--- src/rtl/uart_pkg.sv ---
// Shared UART receive definitions: parity modes, frame-checker states and
// legal parameter ranges.
package uart_pkg;

  localparam logic [1:0] PAR_ODD   = 2'b00;
  localparam logic [1:0] PAR_EVEN  = 2'b01;
  localparam logic [1:0] PAR_SPACE = 2'b10;
  localparam logic [1:0] PAR_MARK  = 2'b11;

  localparam int unsigned DATA_WIDTH_MIN = 5;
  localparam int unsigned DATA_WIDTH_MAX = 9;
  localparam int unsigned STOP_BITS_MIN  = 1;
  localparam int unsigned STOP_BITS_MAX  = 2;

  typedef enum logic [2:0] {
    StIdle,
    StData,
    StParity,
    StStop,
    StDone
  } rx_state_e;

  // data_xor is the XOR of all data bits received in the frame
  function automatic logic expected_parity(input logic [1:0] mode, input logic data_xor);
    logic exp_bit;
    unique case (mode)
      PAR_ODD:   exp_bit = ~data_xor;
      PAR_EVEN:  exp_bit = data_xor;
      PAR_SPACE: exp_bit = 1'b0;
      PAR_MARK:  exp_bit = 1'b1;
      default:   exp_bit = 1'b0;
    endcase
    return exp_bit;
  endfunction

endpackage

--- src/rtl/sat_counter.sv ---
// Saturating up-counter with synchronous clear; clear takes priority over increment.
module sat_counter #(
  parameter int unsigned CNT_WIDTH = 8
) (
  input  logic                 clk_i,
  input  logic                 rst_ni,
  input  logic                 inc_i,
  input  logic                 clr_i,
  output logic [CNT_WIDTH-1:0] count_o
);

  logic [CNT_WIDTH-1:0] count_q, count_d;

  always_comb begin
    count_d = count_q;
    if (clr_i) begin
      count_d = '0;
    end else if (inc_i && (count_q != {CNT_WIDTH{1'b1}})) begin
      count_d = count_q + CNT_WIDTH'(1);
    end
  end

  always_ff @(posedge clk_i or negedge rst_ni) begin
    if (!rst_ni) begin
      count_q <= '0;
    end else begin
      count_q <= count_d;
    end
  end

  assign count_o = count_q;

endmodule

--- src/rtl/uart_rx_frame_check.sv ---
// Bit-serial UART frame checker: LSB-first data accumulation, optional parity
// check, one or two stop bits, per-frame error flags and saturating error counters.
module uart_rx_frame_check
  import uart_pkg::*;
#(
  parameter int unsigned DATA_WIDTH = 8,
  parameter int unsigned STOP_BITS  = 1,
  parameter int unsigned CNT_WIDTH  = 8
) (
  input  logic                  clk2,
  input  logic                  rst,
  input  logic                  frame_start,
  input  logic                  bit_valid,
  input  logic                  sampled_data,
  input  logic                  parity_en,
  input  logic [1:0]            parity_type,
  input  logic                  err_clr,
  output logic [DATA_WIDTH-1:0] p_data,
  output logic                  frame_done,
  output logic                  par_err,
  output logic                  stop_err,
  output logic                  busy,
  output logic [CNT_WIDTH-1:0]  par_err_cnt,
  output logic [CNT_WIDTH-1:0]  stop_err_cnt
);

  localparam int unsigned BitCntW = 4;

  if (DATA_WIDTH < DATA_WIDTH_MIN || DATA_WIDTH > DATA_WIDTH_MAX) begin : g_bad_data_width
    $error("DATA_WIDTH out of legal range");
  end
  if (STOP_BITS < STOP_BITS_MIN || STOP_BITS > STOP_BITS_MAX) begin : g_bad_stop_bits
    $error("STOP_BITS out of legal range");
  end

  rx_state_e             state_q, state_d;
  logic [DATA_WIDTH-1:0] shift_q, shift_d;
  logic                  par_q, par_d;
  logic [BitCntW-1:0]    bit_cnt_q, bit_cnt_d;
  logic                  par_err_int_q, par_err_int_d;
  logic                  stop_err_int_q, stop_err_int_d;
  logic                  pen_q, pen_d;
  logic [1:0]            ptype_q, ptype_d;
  logic [DATA_WIDTH-1:0] p_data_q, p_data_d;
  logic                  par_err_q, par_err_d;
  logic                  stop_err_q, stop_err_d;

  always_comb begin
    state_d        = state_q;
    shift_d        = shift_q;
    par_d          = par_q;
    bit_cnt_d      = bit_cnt_q;
    par_err_int_d  = par_err_int_q;
    stop_err_int_d = stop_err_int_q;
    pen_d          = pen_q;
    ptype_d        = ptype_q;
    p_data_d       = p_data_q;
    par_err_d      = par_err_q;
    stop_err_d     = stop_err_q;

    // A start pulse in any state (re)starts a frame and drops a same-cycle bit.
    if (frame_start) begin
      state_d        = StData;
      shift_d        = '0;
      par_d          = 1'b0;
      bit_cnt_d      = '0;
      par_err_int_d  = 1'b0;
      stop_err_int_d = 1'b0;
      pen_d          = parity_en;
      ptype_d        = parity_type;
    end else begin
      unique case (state_q)
        StIdle: begin
          shift_d        = '0;
          par_d          = 1'b0;
          bit_cnt_d      = '0;
          par_err_int_d  = 1'b0;
          stop_err_int_d = 1'b0;
        end
        StData: begin
          if (bit_valid) begin
            shift_d = {sampled_data, shift_q[DATA_WIDTH-1:1]};
            par_d   = par_q ^ sampled_data;
            if (bit_cnt_q == BitCntW'(DATA_WIDTH - 1)) begin
              bit_cnt_d = '0;
              state_d   = pen_q ? StParity : StStop;
            end else begin
              bit_cnt_d = bit_cnt_q + BitCntW'(1);
            end
          end
        end
        StParity: begin
          if (bit_valid) begin
            par_err_int_d = (sampled_data != expected_parity(ptype_q, par_q));
            state_d       = StStop;
          end
        end
        StStop: begin
          if (bit_valid) begin
            stop_err_int_d = stop_err_int_q | ~sampled_data;
            if (bit_cnt_q == BitCntW'(STOP_BITS - 1)) begin
              bit_cnt_d = '0;
              state_d   = StDone;
              // Publish on entry so results are valid alongside frame_done.
              p_data_d   = shift_q;
              par_err_d  = par_err_int_q;
              stop_err_d = stop_err_int_q | ~sampled_data;
            end else begin
              bit_cnt_d = bit_cnt_q + BitCntW'(1);
            end
          end
        end
        StDone:  state_d = StIdle;
        default: state_d = StIdle;
      endcase
    end
  end

  always_ff @(posedge clk2 or negedge rst) begin
    if (!rst) begin
      state_q        <= StIdle;
      shift_q        <= '0;
      par_q          <= 1'b0;
      bit_cnt_q      <= '0;
      par_err_int_q  <= 1'b0;
      stop_err_int_q <= 1'b0;
      pen_q          <= 1'b0;
      ptype_q        <= PAR_ODD;
      p_data_q       <= '0;
      par_err_q      <= 1'b0;
      stop_err_q     <= 1'b0;
    end else begin
      state_q        <= state_d;
      shift_q        <= shift_d;
      par_q          <= par_d;
      bit_cnt_q      <= bit_cnt_d;
      par_err_int_q  <= par_err_int_d;
      stop_err_int_q <= stop_err_int_d;
      pen_q          <= pen_d;
      ptype_q        <= ptype_d;
      p_data_q       <= p_data_d;
      par_err_q      <= par_err_d;
      stop_err_q     <= stop_err_d;
    end
  end

  assign frame_done = (state_q == StDone);
  assign busy       = (state_q != StIdle);
  assign p_data     = p_data_q;
  assign par_err    = par_err_q;
  assign stop_err   = stop_err_q;

  sat_counter #(
    .CNT_WIDTH(CNT_WIDTH)
  ) u_par_cnt (
    .clk_i  (clk2),
    .rst_ni (rst),
    .inc_i  (frame_done && par_err_q),
    .clr_i  (err_clr),
    .count_o(par_err_cnt)
  );

  sat_counter #(
    .CNT_WIDTH(CNT_WIDTH)
  ) u_stop_cnt (
    .clk_i  (clk2),
    .rst_ni (rst),
    .inc_i  (frame_done && stop_err_q),
    .clr_i  (err_clr),
    .count_o(stop_err_cnt)
  );

endmodule

--- config.mk ---
export PLATFORM = sky130hd
export DESIGN_NAME = uart_rx_frame_check
export DESIGN_NICKNAME = d
export VERILOG_FILES = /design/src/rtl/uart_pkg.sv /design/src/rtl/sat_counter.sv /design/src/rtl/uart_rx_frame_check.sv
export SDC_FILE = /design/constraint.sdc
export NUM_CORES = 1
export LEC_CHECK = 0
export BUFFER_PORTS_ARGS = -buffer_cell sky130_fd_sc_hd__clkbuf_2
export CAP_MARGIN = 10
export CORE_ASPECT_RATIO = 0.75
export CORE_UTILIZATION = 28
export CTS_CLUSTER_DIAMETER = 200
export CTS_CLUSTER_SIZE = 24
export DETAILED_ROUTE_END_ITERATION = 10
export PLACE_DENSITY_LB_ADDON = 0.1
export SYNTH_ARGS = -nofsm -noshare
export SYNTH_HDL_FRONTEND = slang
export SYNTH_SLANG_ARGS = --single-unit
--- constraint.sdc ---
create_clock -name clk2 -period 1.56 [get_ports clk2]
set_input_delay 0.078 -clock clk2 [delete_from_list [all_inputs] [get_ports clk2]]
set_output_delay 0.078 -clock clk2 [all_outputs]
set_load 0.02 [all_outputs]
; ---- After elaboration in Yosys (flattened, before gate mapping)
; Index checks and enable logic that the tools add are counted.
[classes]
n_addsub = 3
eq_ne = 17
mux = 34
bitwise_logic = 5
n_reduce_logical = 20
[ops]
columns = op, count
row1 = 8-bit two-way mux, 6
row2 = 4-bit two-way mux, 5
row3 = 3-bit two-way mux, 6
row4 = "8-bit by 1-bit adder with 8-bit output, second input constant", 2
row5 = "8-bit inequality test, second input constant", 2
row6 = 8-bit case mux with 2 select lines, 1
row7 = "3-bit inequality test, second input constant", 5
row8 = 3-bit case mux with 4 select lines, 1
row9 = 4-bit case mux with 3 select lines, 1
row10 = 3-bit nonzero test, 4
row11 = 1-bit two-way mux, 10
row12 = "3-bit by 2-bit == test with 1-bit output, second input constant", 2
row13 = 1-bit case mux with 2 select lines, 3
row14 = 2-bit AND reduction, 3
row15 = 6-bit AND reduction, 1
row16 = "4-bit by 1-bit adder with 4-bit output, second input constant", 1
row17 = "2-bit == test, second input constant", 2
row18 = "4-bit by 3-bit == test with 1-bit output, second input constant", 1
row19 = 1-bit logical AND, 4
row20 = 4-bit zero test, 1
row21 = 1-bit case mux with 4 select lines, 1
row22 = 4-bit AND reduction, 1
row23 = 2-bit nonzero test, 2
row24 = 4-bit nonzero test, 1
row25 = 11 further kinds, 13
[word_totals]
regBits = 47
inputBits = 9
output_inout_bits = 28

; ---- Longest topological paths before layout
; Gate-level depths: netlist (run 1).
[logic_depth]
depth_word = 9
depth_mapped = 7
mapped_depth_nobuf = 6

; ---- Modules after synthesis
; A second synthesis (run 1) with hierarchy kept.
[unflattened]
cells_unflattened = 228
hier_area_um2 = 2393.5
[by_module_without_submodules]
columns = module, n_inst, cells_per_inst, area_each_um2
row1 = uart_rx_frame_check, 1, 130, 1465.2
row2 = sat_counter, 2, 49, 464.2

; ---- Least setup slack after synthesis (run 1)
; No wires, ideal clock.
[synth_timing]
path_type = reg-to-reg
startpoint = reg state_q[0]
endpoint = reg p_data_q[0], in the netlist p_data[0]
setup_ns = 0.125
arrival_time_ns = 1.507
t_required_ns = 1.435
path_slack_ns = -0.072
path_stages_with_launch = 5
n_path_buf = 1
path_cell_list = dfrtp_1 or3b_4 nor4_4 buf_6 mux2_4
[synth_between]
elab_chain_len = 2
[synth_rtl]
columns = element, line
row1 = "start, declared", uart_rx_frame_check.sv:36  ; rx_state_e state_q, state_d;
row2 = "start signal, assigned", uart_rx_frame_check.sv:121  ; state_q <= StIdle;
row3 = "start signal, assigned", uart_rx_frame_check.sv:133  ; state_q <= state_d;
row4 = 3-bit by 2-bit == test with 1-bit output, uart_rx_frame_check.sv:72  ; unique case (state_q)
row5 = 4-bit AND reduction (no source line), --
row6 = "end signal, assigned", uart_rx_frame_check.sv:141  ; p_data_q <= p_data_d;
row7 = "end, declared", uart_rx_frame_check.sv:44  ; logic [DATA_WIDTH-1:0] p_data_q, p_data_d;
; No other way between the ends.
; A chain may end at the register's enable or synchronous reset.

; ---- Worst setup path after layout (run 1)
[layout_timing]
startpoint = reg bit_cnt_q[0]
endpoint = reg par_err_q, in the netlist par_err
[layout_between]
elab_chain_len = 2
[layout_rtl]
columns = element, line
row1 = "start, declared", uart_rx_frame_check.sv:39  ; logic [BitCntW-1:0] bit_cnt_q, bit_cnt_d;
row2 = "start signal, assigned", uart_rx_frame_check.sv:136  ; bit_cnt_q <= bit_cnt_d;
row3 = 4-bit zero test, uart_rx_frame_check.sv:101  ; if (bit_cnt_q == BitCntW'(STOP_BITS - 1)) begin
row4 = 4-bit AND reduction (no source line), --
row5 = "end signal, assigned", uart_rx_frame_check.sv:142  ; par_err_q <= par_err_d;
row6 = "end, declared", uart_rx_frame_check.sv:45  ; logic par_err_q, par_err_d;
; No other way between the ends.

==> impl_metrics.py, run 1 <==
metrics = {
    "route": {
        "wl_um": 5731,
        "drt_iter0_drc": 35,
        "vias": 1892,
        "final_antenna_net_count": 0,
        "wl_per_cell_um": 14.22,
        "viasPerCell": 4.695,
        "dr.pass1.iters": 4,
        "drc": 0,
    },
    "clock_network": {
        "insertion_delay_ns": 0.31,
        "clkTransAtPathRegs_ns": 0.09,
        "cts.sinks": 47,
        "clockBufferDepth": 2,
        "cts_max_level": 2,
        "tritoncts": "yes",
        "cts-root-buf": "clkbuf_8",
        "cts-buffers-inserted": 5,
    },
    "grt": {
        "grt_pass1_wl_um": 9204,
        "grt_pass1_vias": 1829,
        "track_usage_pct": 13.84,
        "use_met1_pct": 20.16,
        "grt_max_degree": 48,
        "grt_use_met3_pct": 3.130,
        "grt-ovfl-total": 0,
        "grtUsageMet2_pct": 20.32,
        "antenna_found_initial": 0,
        "top_usage_layer": "met2",
    },
    "timing": {
        "hold_viol": 0,
        "fmax_ghz": 0.5967,
        "drv_slew": 0,
        "skew_ns": 0.01136,
        "fin_crit_sh_pct": 107.4,
        "layout_setup_ws_ns": -0.1160,
        "setup_viol": 15,
        "rsz0062_at_grt": "yes",
        "fin_crit_ns": 1.676,
        "worst_slew_pin_slew_ns": 0.4048,
        "relSlewSlack_pct": 73.02,
    },
    "synth": {
        "seq_area_frac_synth_pct": 50.56,
        "synth_top_area_share_pct": 50.56,
        "netlist_instances": 210,
        "ys.flop_type": "dfrtp_1",
        "synth_area_um2": 2326,
        "yosys.area_share.simple_pct": 18.34,
        "synth.area.mux_share_pct": 8.822,
        "syn-num-nets": 223,
        "async_flop_share_pct": 100.0,
        "synthXorXnorAreaFrac_pct": 3.012,
        "synth-edff-count": 0,
        "synth_area_leaders": "dfrtp_1 (51%), mux2_4 (5.2%), a21oi_1 (3.4%)",
        "synthAdderAreaFrac_pct": 2.152,
        "yosys_register_bits": 47,
        "yosys.cell_count.top_type": "dfrtp_1",
        "synth_common_cells": "dfrtp_1 (47), nor2_1 (20), a21oi_1 (16)",
        "synth.largest_area_cell": "dfrtp_1",
        "synth-compound-area-share_pct": 13.34,
        "synth_area_per_cell_um2": 11.08,
        "synth.distinct_cells": 42,
        "yosysWarnings": 0,
        "synth_top_family_by_area": "simple AND/OR/NAND/NOR gates",
    },
    "placement": {
        "gp_congestion": 0.7145,
        "place_ws_ns": -0.1679,
        "port_buffers": 36,
        "hpwl_um": 3834,
    },
    "status": {
        "status": "complete, but fails checks",
        "violations": "setup timing",
    },
    "die": {
        "die_area_um2": 8679,
        "io-pin-count": 37,
        "die_w_um": 107.2,
        "std_cell_rows": 28,
        "start_util_pct": 29.25,
        "core_area_um2": 7953,
        "die_height_um": 80.93,
    },
    "worst_setup_path": {
        "cp_max_fo": 4,
        "crit_path_start_kind": "register",
        "crit_arrival_ns": 1.87,
        "path_class": "reg -> reg",
        "r2r-start": "bit_cnt_q[0]$_DFFE_PN0P_",
        "slowest_stage": "dfrtp_1",
        "crit_path_end_kind": "register",
        "critical-path-max-stage-delay_ns": 0.43,
        "critPathRequiredTime_ns": 1.75,
        "cp-startpoint": "bit_cnt_q[0]$_DFFE_PN0P_",
        "path_cells": "inv_2, ha_4, nand3b_1, nor4_4, buf_4, mux2_4",
    },
    "cells_and_area": {
        "nNetsFinal": 310,
        "area_delta_synth_final_pct": 41.20,
        "drive_above_1_share_pct": 46.31,
        "utilization_pct": 41.30,
        "diodes": 0,
    },
    "run": {
        "drv_cap": 0,
    },
    "pwr": {
        "p_leak_nw": 1.532,
        "powerDensity_nw_per_um2": 736.8,
        "peakVddDrop_v": 0.0003144,
    },
    "min_path": {
        "min_from": "parity_type[0]",
        "hold_class": "in -> reg",
    },
}
[per-layer routing]
metal	share of wire, %	vias to the layer above
li1	-	938
met1	54	921
met2	42	28
met3	3.0	5
met4	0.91	0
met5	0	-
[layout by cell type (no fill, tap or decap), types with 6 or more instances in the layout]
cell type,count
or3_1,6
xor2_1,6
mux2_4,9
o21ai_0,6
buf_4,43
buf_6,7
clkbuf_2,34
nand3_1,6
dfrtp_1,46
nor2_1,19
a22o_1,8
a21oi_1,11
inv_1,7
[what timing repair did]
action	4_1_cts	5_1_grt
hold endpoints to repair	49	0
buffers inserted	3	9
gates resized for setup	16	28
pin swaps	16	20
gates cloned	0	0
endpoints found under the setup margin	18	38
hold buffers	3	0
[registers in the layout, summed over array words and instances, names as in the netlist]
signal,cells
bit_cnt_q,4
p_data,8
par_err,1
par_err_int_q,1
par_q,1
pen_q,1
ptype_q,2
shift_q,8
state_q,3
stop_err,1
stop_err_int_q,1
u_par_cnt.count_o,8
u_stop_cnt.count_o,8
[power by group]
group          internal (mW)  switching [mW]  total (mW)
Clock                  0.484           0.460       0.943
Sequential              1.24          0.0236        1.27
Combinational          0.101           0.110       0.211
Total                   1.83           0.593        2.42
[cell type report]
class / instances / area, um^2
Clock buffer: 5 / 68.82
Sequential cell: 47 / 1177
Timing Repair Buffer: 89 / 636.9
Clock inverter: 3 / 46.29
Multi-Input combinational cell: 145 / 1190
Fill cell: 801 / 4668
Inverter: 9 / 33.78
Tap cell: 105 / 131.4
[worst paths after layout]
check                           slack, ns                                 to  depth (start not counted)
worst min register to register       0.52              p_data[6]$_DFFE_PN0P_                          1
worst min-delay path                0.007             ptype_q[0]$_DFFE_PN0P_                          2
min in group asynchronous            0.29  u_stop_cnt.count_o[6]$_DFFE_PN0P_                          3
worst max-delay path                -0.12                par_err$_DFFE_PN0P_                          6
max in group asynchronous            1.02   u_par_cnt.count_o[0]$_DFFE_PN0P_                          3
worst max register to register      -0.12                par_err$_DFFE_PN0P_                          6
[logic make-up (layout without fill, tap and decap cells)]
family          count (synthesis)  count (layout)
mux                            16              16
fa+ha+maj                       4               4
simple gates                   69              69
compound gates                 48              48
buf+inv                        18             106
flops                          47              47
xor+xnor                        8               8
[worst max-delay path: cells and delay by family (launching register included)]
kind,cells,cell delay (ns)
adders and majority gates,1,0.13
buffers and inverters,2,0.30
DFF,1,0.43
muxes,1,0.30
and+or+nand+nor,2,0.41
[metrics by stage]
stage / hold WS (ns) / setup TNS (ns) / instance area, um^2 / total power, mW / instances
after floorplan: -0.2176 / -0.3216 / 2327 / 1.372 / 210
after global placement: 0.09584 / -1.410 / 2890 / 1.462 / 381
after detailed placement: 0.09434 / -1.707 / 2890 / 1.462 / 381
after CTS: 0.002376 / -1.186 / 3126 / 2.443 / 395
after global routing: 0.01009 / -2.587 / 3284 / 2.533 / 403
final: 0.007044 / -1.197 / 3284 / 2.420 / 403
Power figures use the tool's default switching activity.
==> inputs of run 2 (changes only) <==
- CTS_CLUSTER_DIAMETER: 200 -> unset
- GPL_ROUTABILITY_DRIVEN: unset -> 1
- PLACE_DENSITY: unset -> 0.48
- PLACE_DENSITY_LB_ADDON: 0.1 -> unset
==> run 2 against run 1 <==
Compared with the run above: the flow still finishes with violations (setup timing); register-to-register slack improved by 0.03 ns; critical endpoint is now p_data[6]$_DFFE_PN0P_; sequential power barely moved; hold slack gained 0.0047 ns; combinational power shrank 13%.
==> impl_metrics.py, run 2 (synthesis gave the netlist of run 1 again) <==
metrics = {
    "timing": {
        "fin_crit_sh_pct": 105.6,
        "fin_crit_ns": 1.647,
        "hold_viol": 0,
        "layout_setup_ws_ns": -0.08698,
        "rsz0062_at_grt": "yes",
        "relSlewSlack_pct": 76.37,
        "setup_viol": 14,
        "skew_ns": 0.006572,
        "drv_slew": 0,
        "fmax_ghz": 0.6072,
        "worst_slew_pin_slew_ns": 0.3544,
    },
    "die": {
        "core_area_um2": 7953,
        "std_cell_rows": 28,
        "die_height_um": 80.93,
        "die_area_um2": 8679,
        "start_util_pct": 29.25,
        "io-pin-count": 37,
        "die_w_um": 107.2,
    },
    "worst_setup_path": {
        "path_cells": "or3b_4, nor4_4, buf_12, mux2_4",
        "cp_max_fo": 11,
        "crit_family": "simple AND/OR/NAND/NOR gates",
        "critical-path-max-stage-delay_ns": 0.39,
        "slowest_stage": "dfrtp_1",
        "critPathRequiredTime_ns": 1.75,
        "crit_path_start_kind": "register",
        "path_buf_inv": 1,
        "crit_path_end_kind": "register",
        "crit_arrival_ns": 1.84,
        "path_class": "reg -> reg",
    },
    "pwr": {
        "switchingPower_mw": 0.5468,
        "powerDensity_nw_per_um2": 784.7,
        "swShare_pct": 21.75,
        "peakVddDrop_v": 0.0003477,
        "total_power_mw": 2.514,
        "sequentialPowerShare_pct": 50.3,
        "p_leak_nw": 1.496,
        "p_int_mw": 1.968,
        "clkPwrFrac_pct": 42.5,
        "p_comb_share_pct": 7.3,
    },
    "grt": {
        "grt_max_degree": 48,
        "track_usage_pct": 13.43,
        "grt_pass1_vias": 1860,
        "grt-ovfl-total": 0,
        "antenna_found_initial": 0,
        "grt_pass1_wl_um": 9045,
    },
    "placement": {
        "port_buffers": 36,
        "gp_congestion": 0.7287,
        "place_ws_ns": -0.1639,
        "hpwl_um": 3668,
    },
    "cells_and_area": {
        "final_common_cell": "dfrtp_1",
        "drive_above_1_share_pct": 43.15,
        "nNetsFinal": 304,
        "fillers": 779,
        "utilization_pct": 40.29,
        "layout_common_cells": "dfrtp_1 (45), buf_4 (40), clkbuf_2 (34), nor2_1 (19), a21oi_1 (12)",
        "area_delta_synth_final_pct": 37.76,
        "diodes": 0,
    },
    "route": {
        "vias": 1865,
        "final_antenna_net_count": 0,
        "wl_um": 5219,
        "drc": 0,
        "dr.pass1.iters": 4,
        "viasPerCell": 4.698,
        "wl_per_cell_um": 13.15,
        "drt_iter0_drc": 61,
    },
    "clock_network": {
        "cts-buffers-inserted": 5,
        "insertion_delay_ns": 0.30,
        "cts.sinks": 47,
        "tritoncts": "yes",
        "cts-root-buf": "clkbuf_8",
        "clockBufferDepth": 2,
        "clkTransAtPathRegs_ns": 0.09,
        "cts_max_level": 2,
    },
    "min_path": {
        "hold_class": "in -> reg",
    },
    "status": {
        "violations": "setup timing",
        "status": "complete, but fails checks",
    },
    "run": {
        "drv_cap": 0,
    },
}
-- run 2: cell count changes in the layout (fill, tap and decap cells not counted), sizes merged --
cell,delta
buf,-7
bufinv,+1
clkbuf,+2
clkinvlp,-1
inv,-1
-- run 2: final timing paths --
| path | from | end | slack (ns) | cells after the start |
|---|---|---|---|---|
| setup / recovery | state_q[2]$_DFFE_PN0P_ | p_data[6]$_DFFE_PN0P_ | -0.09 | 4 |
| hold / removal | parity_type[1] | ptype_q[1]$_DFFE_PN0P_ | 0.01 | 2 |
| setup reg to reg | state_q[2]$_DFFE_PN0P_ | p_data[6]$_DFFE_PN0P_ | -0.09 | 4 |
| hold reg to reg | p_data[7]$_DFFE_PN0P_ | p_data[7]$_DFFE_PN0P_ | 0.52 | 1 |
| max in group asynchronous | rst | u_par_cnt.count_o[0]$_DFFE_PN0P_ | 1.02 | 3 |
| min in group asynchronous | rst | p_data[5]$_DFFE_PN0P_ | 0.29 | 3 |
-- run 2: cell type report --
class / count / area [um^2] / share of cell area, %
Multi-Input combinational cell: 145 / 1140 / 35.57
Clock buffer: 6 / 72.57 / 2.265
Inverter: 9 / 33.78 / 1.054
Timing Repair Buffer: 83 / 588.1 / 18.35
Tap cell: 105 / 131.4 / 4.100
Clock inverter: 2 / 60.06 / 1.874
Sequential cell: 47 / 1179 / 36.78
-- run 2: metrics by stage --
step                hold slack (ns)  cell area, um^2  instances  setup TNS (ns)
global placement            0.08869             2880        378          -1.318
CTS                        0.003690             3120        393          -1.221
floorplan                   -0.2176             2327        210         -0.3216
detailed placement          0.09075             2880        378          -1.551
global route              0.0005548             3204        397          -2.184
finish                      0.01177             3204        397         -0.8011
-- run 2: power by group through the flow --
stage          sequential [mW]  combinational [mW]  clock, mW
2_1_floorplan             1.28              0.0894          0
3_5_place_dp              1.29               0.173          0
3_3_place_gp              1.29               0.171          0
5_1_grt                   1.27               0.208       1.16
4_1_cts                   1.26               0.180       1.10
6_report                  1.26               0.183       1.07
-- run 2: what timing repair did --
action | 4_1_cts | 5_1_grt
pin swaps | 14 | 11
gates resized for setup | 16 | 17
endpoints found under the hold margin | 48 | 1
endpoints found under the setup margin | 25 | 40
cloned | 0 | 0
hold buffers | 2 | 1
setup buffers | 5 | 4
-- run 2: routing by layer --
metal	vias up	share of wire, %	track usage, %
met4	0	1.1	4.110
li1	930	-	-
met3	5	3.6	3.130
met2	37	42	20.00
met5	-	0	0
met1	893	53	19.25
